==> src/rtl/ddr5_request_queue_pkg.sv <==
// Shared types and DDR5 address bit positions for the request queue and
// the address-mapping stage.
package ddr5_request_queue_pkg;

    localparam int ADDR_W    = 34;
    localparam int CYCLE_W   = 64;
    localparam int ROW_HI    = 33;
    localparam int ROW_LO    = 18;
    localparam int COLH_HI   = 17;
    localparam int COLH_LO   = 12;
    localparam int BANK_HI   = 11;
    localparam int BANK_LO   = 10;
    localparam int BG_HI     = 9;
    localparam int BG_LO     = 7;
    localparam int CHAN_BIT  = 6;
    localparam int COLL_HI   = 5;
    localparam int COLL_LO   = 2;

    typedef enum logic [1:0] {
        OP_READ   = 2'd0,
        OP_WRITE  = 2'd1,
        OP_IFETCH = 2'd2,
        OP_RSVD   = 2'd3
    } op_e;

    typedef struct packed {
        logic [15:0] row;
        logic [9:0]  col;
        logic [1:0]  bank;
        logic [2:0]  bg;
        logic        chan;
    } addr_fields_t;

    // cycle is stored at the widest supported TIME_W; narrower builds truncate.
    typedef struct packed {
        logic [3:0]         core;
        op_e                op;
        logic [ADDR_W-1:0]  addr;
        logic [CYCLE_W-1:0] cycle;
    } req_t;

endpackage

==> src/rtl/ddr5_request_queue_addr_decode.sv <==
// Combinational split of a 34-bit physical address into DDR5 row/col/bank/bg/chan.
// Shared with the address-mapping stage.
module ddr5_addr_decode
    import ddr5_request_queue_pkg::*;
(
    input  logic [ADDR_W-1:0] i_addr,
    output addr_fields_t      o_fields
);

    // addr[1:0] is sub-burst byte offset and never reaches the scheduler.
    logic w_unused_lsb;
    assign w_unused_lsb = ^i_addr[1:0];

    assign o_fields.row  = i_addr[ROW_HI:ROW_LO];
    assign o_fields.col  = {i_addr[COLH_HI:COLH_LO], i_addr[COLL_HI:COLL_LO]};
    assign o_fields.bank = i_addr[BANK_HI:BANK_LO];
    assign o_fields.bg   = i_addr[BG_HI:BG_LO];
    assign o_fields.chan = i_addr[CHAN_BIT];

endmodule

==> src/rtl/ddr5_request_queue.sv <==
// In-order timestamped request queue feeding the DDR5 scheduler on DRAM edges.
// Optional trace/stall reporting is enabled with `define QUEUE_TRACE_EN.
module ddr5_request_queue
    import ddr5_request_queue_pkg::*;
#(
    parameter int DEPTH     = 16,
    parameter int TIME_W    = 64,
    parameter int CLK_RATIO = 2
) (
    input  logic                     clk,
    input  logic                     rst_n,
    input  logic                     in_valid,
    output logic                     in_ready,
    input  logic [TIME_W-1:0]        in_cycle,
    input  logic [3:0]               in_core,
    input  logic [1:0]               in_op,
    input  logic [ADDR_W-1:0]        in_addr,
    output logic                     out_valid,
    input  logic                     out_ready,
    output logic [1:0]               out_op,
    output logic [3:0]               out_core,
    output logic [15:0]              out_row,
    output logic [9:0]               out_col,
    output logic [1:0]               out_bank,
    output logic [2:0]               out_bg,
    output logic                     out_chan,
    output logic [TIME_W-1:0]        out_arrival,
    output logic [$clog2(DEPTH):0]   occupancy,
    output logic                     full,
    output logic [TIME_W-1:0]        cpu_time
);

    localparam int AW = $clog2(DEPTH);
    localparam int OW = AW + 1;

    req_t               r_mem [DEPTH];
    logic [AW-1:0]      r_head;
    logic [AW-1:0]      r_tail;
    logic [OW-1:0]      r_occ;
    logic [TIME_W-1:0]  r_time;

    logic               w_dram_edge;
    logic               w_push;
    logic               w_pop;
    logic               w_skip;
    req_t               w_req;
    req_t               w_head;
    addr_fields_t       w_fields;

    generate
        if (CLK_RATIO > 1) begin : g_div
            assign w_dram_edge = (r_time[$clog2(CLK_RATIO)-1:0] == '0);
        end else begin : g_nodiv
            assign w_dram_edge = 1'b1;
        end
    endgenerate

    assign full      = (r_occ == OW'(DEPTH));
    assign in_ready  = !full && (in_cycle <= r_time);
    assign out_valid = (r_occ != '0) && w_dram_edge;
    assign w_push    = in_valid && in_ready;
    assign w_pop     = out_valid && out_ready;
    // Jump idle time forward to the next request instead of ticking toward it.
    assign w_skip    = (r_occ == '0) && in_valid && (in_cycle > r_time);

    assign w_req.core  = in_core;
    assign w_req.op    = op_e'(in_op);
    assign w_req.addr  = in_addr;
    assign w_req.cycle = CYCLE_W'(in_cycle);

    always_ff @(posedge clk or negedge rst_n) begin
        if (!rst_n) begin
            r_time <= '0;
        end else if (w_skip) begin
            r_time <= in_cycle;
        end else begin
            r_time <= r_time + 1'b1;
        end
    end

    always_ff @(posedge clk or negedge rst_n) begin
        if (!rst_n) begin
            r_head <= '0;
            r_tail <= '0;
            r_occ  <= '0;
        end else begin
            if (w_push) r_tail <= r_tail + 1'b1;
            if (w_pop)  r_head <= r_head + 1'b1;
            case ({w_push, w_pop})
                2'b10:   r_occ <= r_occ + 1'b1;
                2'b01:   r_occ <= r_occ - 1'b1;
                default: r_occ <= r_occ;
            endcase
        end
    end

    // Entries are cleared on reset so the out_* fields read as zero.
    always_ff @(posedge clk or negedge rst_n) begin
        if (!rst_n) begin
            for (int i = 0; i < DEPTH; i++) r_mem[i] <= '0;
        end else if (w_push) begin
            r_mem[r_tail] <= w_req;
        end
    end

    assign w_head = r_mem[r_head];

    ddr5_addr_decode u_dec (
        .i_addr   (w_head.addr),
        .o_fields (w_fields)
    );

    assign out_op      = w_head.op;
    assign out_core    = w_head.core;
    assign out_row     = w_fields.row;
    assign out_col     = w_fields.col;
    assign out_bank    = w_fields.bank;
    assign out_bg      = w_fields.bg;
    assign out_chan    = w_fields.chan;
    assign out_arrival = w_head.cycle[TIME_W-1:0];
    assign occupancy   = r_occ;
    assign cpu_time    = r_time;

`ifdef QUEUE_TRACE_EN
    logic [31:0] r_stall_cnt;

    always_ff @(posedge clk or negedge rst_n) begin
        if (!rst_n) begin
            r_stall_cnt <= '0;
        end else if (in_valid && full) begin
            r_stall_cnt <= r_stall_cnt + 1'b1;
        end
    end

    always_ff @(posedge clk) begin
        if (rst_n) begin
            if (w_push) begin
                $display("t=%0d ENQ core=%0d op=%0d addr=%09h occ=%0d",
                         r_time, in_core, in_op, in_addr, r_occ);
                if (in_op == 2'd3)
                    $display("t=%0d WARNING reserved op from core %0d", r_time, in_core);
            end
            if (w_pop)
                $display("t=%0d DEQ core=%0d op=%0d row=%04h bg=%0d bank=%0d col=%03h",
                         r_time, out_core, out_op, out_row, out_bg, out_bank, out_col);
        end
    end

    final $display("ddr5_request_queue: push stalls while full = %0d", r_stall_cnt);
`endif

endmodule

==> config.mk <==
export PLATFORM = sky130hd
export DESIGN_NAME = ddr5_request_queue
export DESIGN_NICKNAME = d
export VERILOG_FILES = /design/src/rtl/ddr5_request_queue_pkg.sv /design/src/rtl/ddr5_request_queue_addr_decode.sv /design/src/rtl/ddr5_request_queue.sv
export SDC_FILE = /design/constraint.sdc
export NUM_CORES = 2
export LEC_CHECK = 0
export ABC_CLOCK_PERIOD_IN_PS = 10800
export BUFFER_PORTS_ARGS = -buffer_cell sky130_fd_sc_hd__buf_2
export CORE_MARGIN = 2
export CORE_UTILIZATION = 55
export CTS_CLUSTER_SIZE = 40
export DETAILED_ROUTE_END_ITERATION = 16
export GPL_TIMING_DRIVEN = 0
export PLACE_DENSITY_LB_ADDON = 0.08
export SYNTH_ARGS = -nofsm -noshare
export SYNTH_HDL_FRONTEND = slang
export SYNTH_SLANG_ARGS = --single-unit
==> constraint.sdc <==
create_clock -name clk -period 10.8 [get_ports clk]
set_clock_uncertainty 0.2 [all_clocks]
set_input_delay 0.54 -clock clk [delete_from_list [all_inputs] [get_ports clk]]
set_output_delay 0.54 -clock clk [all_outputs]
set_load 0.005 [all_outputs]
==> impl_summary.log <==
INFO  metric status = completed
INFO  metric timing.critical_path.fanout_max = 10
INFO  metric die_height = between 300 and 400 microns
INFO  metric grt_setup_unrepaired = no
INFO  metric row_count = 138
INFO  metric area.growth.synth_to_final = 14.3%
INFO  metric firstDrtPassIters = 7
INFO  metric wire_per_inst = around 28 microns
INFO  metric crit_path_cell_trace = clkbuf_1, clkbuf_1, buf_1, mux4_2, buf_2
INFO  metric postSynthNetCount = 5043
INFO  metric post-route-drc-count = 0
INFO  metric fin_total_pwr = 27.8 mW
INFO  metric initial_core_util = 0.553
INFO  metric synth_top_flop_cell = sky130_fd_sc_hd__dfrtp_1
INFO  metric worstSetupEndpointType = primary output
INFO  metric cts_buffers = 180
INFO  metric setup_viol_count_final = 0
INFO  metric dpl.hpwl = between 100 and 150 mm
INFO  metric ys_ff_latch = approximately 1.7k
INFO  metric hold_violation_total_from_the_final_report = 0
INFO  metric power_density_normalized_to_cell_area = 310 nW/um^2
INFO  metric critical_path_at = 4.73 ns
INFO  metric async_reset_ff_frac = 1.00
INFO  metric crit_type = reg2out
INFO  metric clock_power_share = 0.226
INFO  metric timing.fmax = 183 MHz
INFO  metric power.share.sequential = 0.390
INFO  metric synth_warnings = 0
INFO  metric final_antenna_net_count = 0
INFO  metric layout-drive-gt1-share = 0.407
INFO  metric cp-start-kind = flop
INFO  metric cts_setup_buffers = 0
INFO  metric cts.clk_slew.worst_paths = ~0.060 ns
INFO  metric required = 10.06 ns
INFO  metric cpMaxStageDelayCell = sky130_fd_sc_hd__clkbuf_1
INFO  metric fillCellCount = 10.5k
INFO  metric timing_max_transition_violations_final = 0
INFO  metric clock_tree.root_cell = sky130_fd_sc_hd__clkbuf_16
INFO  metric tritoncts_num_sinks = 1709
INFO  metric clock_tree.htree_level_count = 4
INFO  metric ios = 282
INFO  metric die-area = 145000 sq um
INFO  metric synthDistinctLibCells = 46
INFO  metric synth_enable_flop_cells = 0
INFO  metric max-vdd-ir-drop = 0.000199 V
INFO  metric grt_first_pass_wirelength = ~320 mm
INFO  metric gpl.final_weighted_congestion = 0.851
INFO  metric num_vias = about 46k
INFO  metric detail_route.iter0.violations = 2875
INFO  metric final_net_count = 5621
INFO  metric synthesized_netlist_cell_count = 4860
INFO  metric min-delay-path-class = in2async
INFO  metric syn_avg_cell_area = 16.1 sq um
INFO  metric cts_tree = done
INFO  metric io_buffers = around 280
INFO  metric worstPathBufferInverterCount = 4
INFO  metric max_slew.worst_pin.slew = about 1.4 ns
INFO  metric grt.total_usage = 0.293
INFO  metric power_switching_share = 0.315
INFO  metric p_leak = 39.4 nW
INFO  metric internal-power = 19.0 mW
INFO  metric final_min_period_over_clock_period = 0.506
INFO  metric share_of_the_core_filled_with_cells_in_the_final_layout = 0.633
INFO  metric core_area = 141000 sq um
INFO  metric clockBufferDepth = 3
INFO  metric combPwrFrac = 0.384
INFO  metric grt_overflow_total = 0
INFO  metric worst_hold_margin = 0.143 ns
INFO  metric largest_net_degree_at_the_start_of_global_routing = 172
INFO  metric maxCapViolCount = 0
INFO  metric clk_latency = 0.81 ns
INFO  metric synthesis.area = 78200 sq um
INFO  metric worst_path_dominant_cell_family = buffers and inverters
INFO  metric post_drt_via_cell_ratio = 6.09
INFO  metric initial_antenna_violation_count = 11
INFO  metric die_width = 381 microns
INFO  metric cp_slowest_stage_delay = between 1 and 1.5 ns
INFO  metric max_slew_margin_vs_limit = 0.0471
INFO  metric net-switching-power = about 8.7 mW
INFO  metric timing.critical_path.mode_cell = sky130_fd_sc_hd__clkbuf_1
INFO  metric totalWireLength = 209 mm
INFO  metric final.setup.tns = 0 ns
INFO  metric via_count_of_the_first_global_routing_pass = 47.7k
INFO  metric yosysSeqAreaShare = 0.547
INFO  metric finalWorstPathRequiredPeriod = 5.47 ns
## power by group through the flow
stage | sequential [mW] | clock [mW] | combinational (mW)
2_1_floorplan | 10.4 | 0 | 7.43
3_3_place_gp | 10.8 | 0 | 10.5
3_5_place_dp | 10.9 | 0 | 10.7
4_1_cts | 10.8 | 6.38 | 10.8
5_1_grt | 11.2 | 6.65 | 11.4
6_report | 10.8 | 6.28 | 10.7
## through the flow
step | area (sq um) | setup WS [ns] | instances
4_1_cts | 89400 | 5.10 | 7470
2_1_floorplan | 78200 | 6.90 | 4860
3_3_place_gp | 82000 | -29.39 | 7028
5_1_grt | 89400 | 5.02 | 7471
6_report | 89400 | 5.33 | 7475
3_5_place_dp | 82400 | 4.93 | 7041
## flip-flops by register name, indices dropped and copies added (netlist names)
register   count
r_mem       1632
r_tail         4
occupancy      5
cpu_time      64
r_head         4
## cells in the final DEF, fill, tap and decap left out, types with 14 or more instances in the layout
master                             n
sky130_fd_sc_hd__dfrtp_1        1709
sky130_fd_sc_hd__mux2_2         1001
sky130_fd_sc_hd__mux2_1          641
sky130_fd_sc_hd__mux4_2          510
sky130_fd_sc_hd__buf_2           453
sky130_fd_sc_hd__clkbuf_1        225
sky130_fd_sc_hd__clkbuf_16       184
sky130_fd_sc_hd__dlygate4sd3_1   104
sky130_fd_sc_hd__nor2_1           92
sky130_fd_sc_hd__a21oi_1          82
sky130_fd_sc_hd__ha_1             74
sky130_fd_sc_hd__inv_1            72
sky130_fd_sc_hd__xnor2_1          69
sky130_fd_sc_hd__buf_1            49
sky130_fd_sc_hd__clkbuf_8         45
sky130_fd_sc_hd__nand2_1          38
sky130_fd_sc_hd__nand3_1          36
sky130_fd_sc_hd__nand4_1          31
sky130_fd_sc_hd__clkinv_2         25
sky130_fd_sc_hd__nor3_1           17
sky130_fd_sc_hd__buf_16           14
## final timing paths
kind	slack, ns	startpoint	cells after the start	endpoint
worst min register to register	0.28	r_mem[541]	1	r_mem[541]
max in group asynchronous	7.46	rst_n	5	r_mem[1032]
worst max register to register	5.35	cpu_time[57]	18	occupancy[4]
worst max-delay path	5.33	r_head[2]	5	out_col[3]
min in group clk	0.28	r_mem[541]	1	r_mem[541]
worst min-delay path	0.14	rst_n	2	r_mem[346]
## final cells by class
cell class,instances,area [sq um],area share
timing repair buffer,396,2830,0.0317
sequential,1709,42800,0.478
multi-input combinational,2670,33400,0.374
inverter,72,270,0.00302
buffer,409,1760,0.0197
tap,1890,2360,0.0264
antenna,4,10.0,0.000112
clock inverter,50,597,0.00667
clock buffer,275,5400,0.0603
## cell usage after synthesis (2+ instances only)
cell type,number,share of area
sky130_fd_sc_hd__xnor2_1,69,0.0077
sky130_fd_sc_hd__nand2_1,38,0.0018
sky130_fd_sc_hd__nor3_1,17,0.0011
sky130_fd_sc_hd__dfrtp_1,1709,0.55
sky130_fd_sc_hd__nand4_1,31,0.0025
sky130_fd_sc_hd__and2_1,4,0.00032
sky130_fd_sc_hd__o211ai_1,2,0.00019
sky130_fd_sc_hd__mux2_2,1001,0.14
sky130_fd_sc_hd__buf_2,176,0.011
sky130_fd_sc_hd__mux4_2,510,0.15
sky130_fd_sc_hd__clkbuf_1,184,0.0088
sky130_fd_sc_hd__a31oi_2,2,0.00032
sky130_fd_sc_hd__nor2_1,92,0.0044
sky130_fd_sc_hd__a21oi_1,82,0.0052
sky130_fd_sc_hd__nor2b_1,3,0.00024
sky130_fd_sc_hd__a221oi_1,2,0.00022
sky130_fd_sc_hd__a211oi_1,3,0.00029
sky130_fd_sc_hd__or4_1,3,0.00029
sky130_fd_sc_hd__nand3_1,36,0.0023
sky130_fd_sc_hd__and4_1,5,0.00056
sky130_fd_sc_hd__mux2_1,641,0.092
sky130_fd_sc_hd__o21ai_0,11,0.00070
sky130_fd_sc_hd__ha_1,74,0.012
sky130_fd_sc_hd__inv_1,72,0.0035
sky130_fd_sc_hd__xor2_1,4,0.00045
sky130_fd_sc_hd__or3_1,2,0.00016
sky130_fd_sc_hd__buf_1,49,0.0024
sky130_fd_sc_hd__and3_1,10,0.00080
sky130_fd_sc_hd__a21o_1,4,0.00038
sky130_fd_sc_hd__nor4_1,7,0.00056
sky130_fd_sc_hd__a21boi_0,2,0.00019
## worst reg2reg max path: cells and delay by family (launching register included)
| kind | cells | cell delay, ns |
|---|---|---|
| and+or+nand+nor | 5 | 1.98 |
| adders and majority gates | 3 | 1.04 |
| AOI/OAI and AO/OA | 5 | 1.01 |
| DFF | 1 | 0.48 |
| buffers and inverters | 3 | 0.32 |
| xor gates and xnor gates | 2 | 0.28 |
## cells by family after synthesis
logic type               share of synthesized area
multiplexers                                 0.383
flip-flops                                   0.547
buffers and inverters                       0.0259
AND/OR/NAND/NOR                             0.0156
AO/OA/AOI/OAI                              0.00849
adder cells (fa/ha/maj)                     0.0121
XOR/XNOR                                   0.00817
## layer usage
| layer | part of all wire | track usage | vias to the layer above |
|---|---|---|---|
| met4 | 0.031 | 0.0919 | 4 |
| met5 | 0.00012 | 0 | - |
| met3 | 0.055 | 0.0472 | 312 |
| met1 | 0.45 | 0.437 | 24749 |
| li1 | - | - | 19284 |
| met2 | 0.46 | 0.448 | 1169 |
## what timing repair did
item / 4_1_cts / 5_1_grt
hold endpoints to repair: 830 / 0
gates resized for setup: 0 / 0
endpoints found under the setup margin: 0 / 0
hold buffers: 104 / 0
Note: power is estimated with default switching activity, not from simulation.
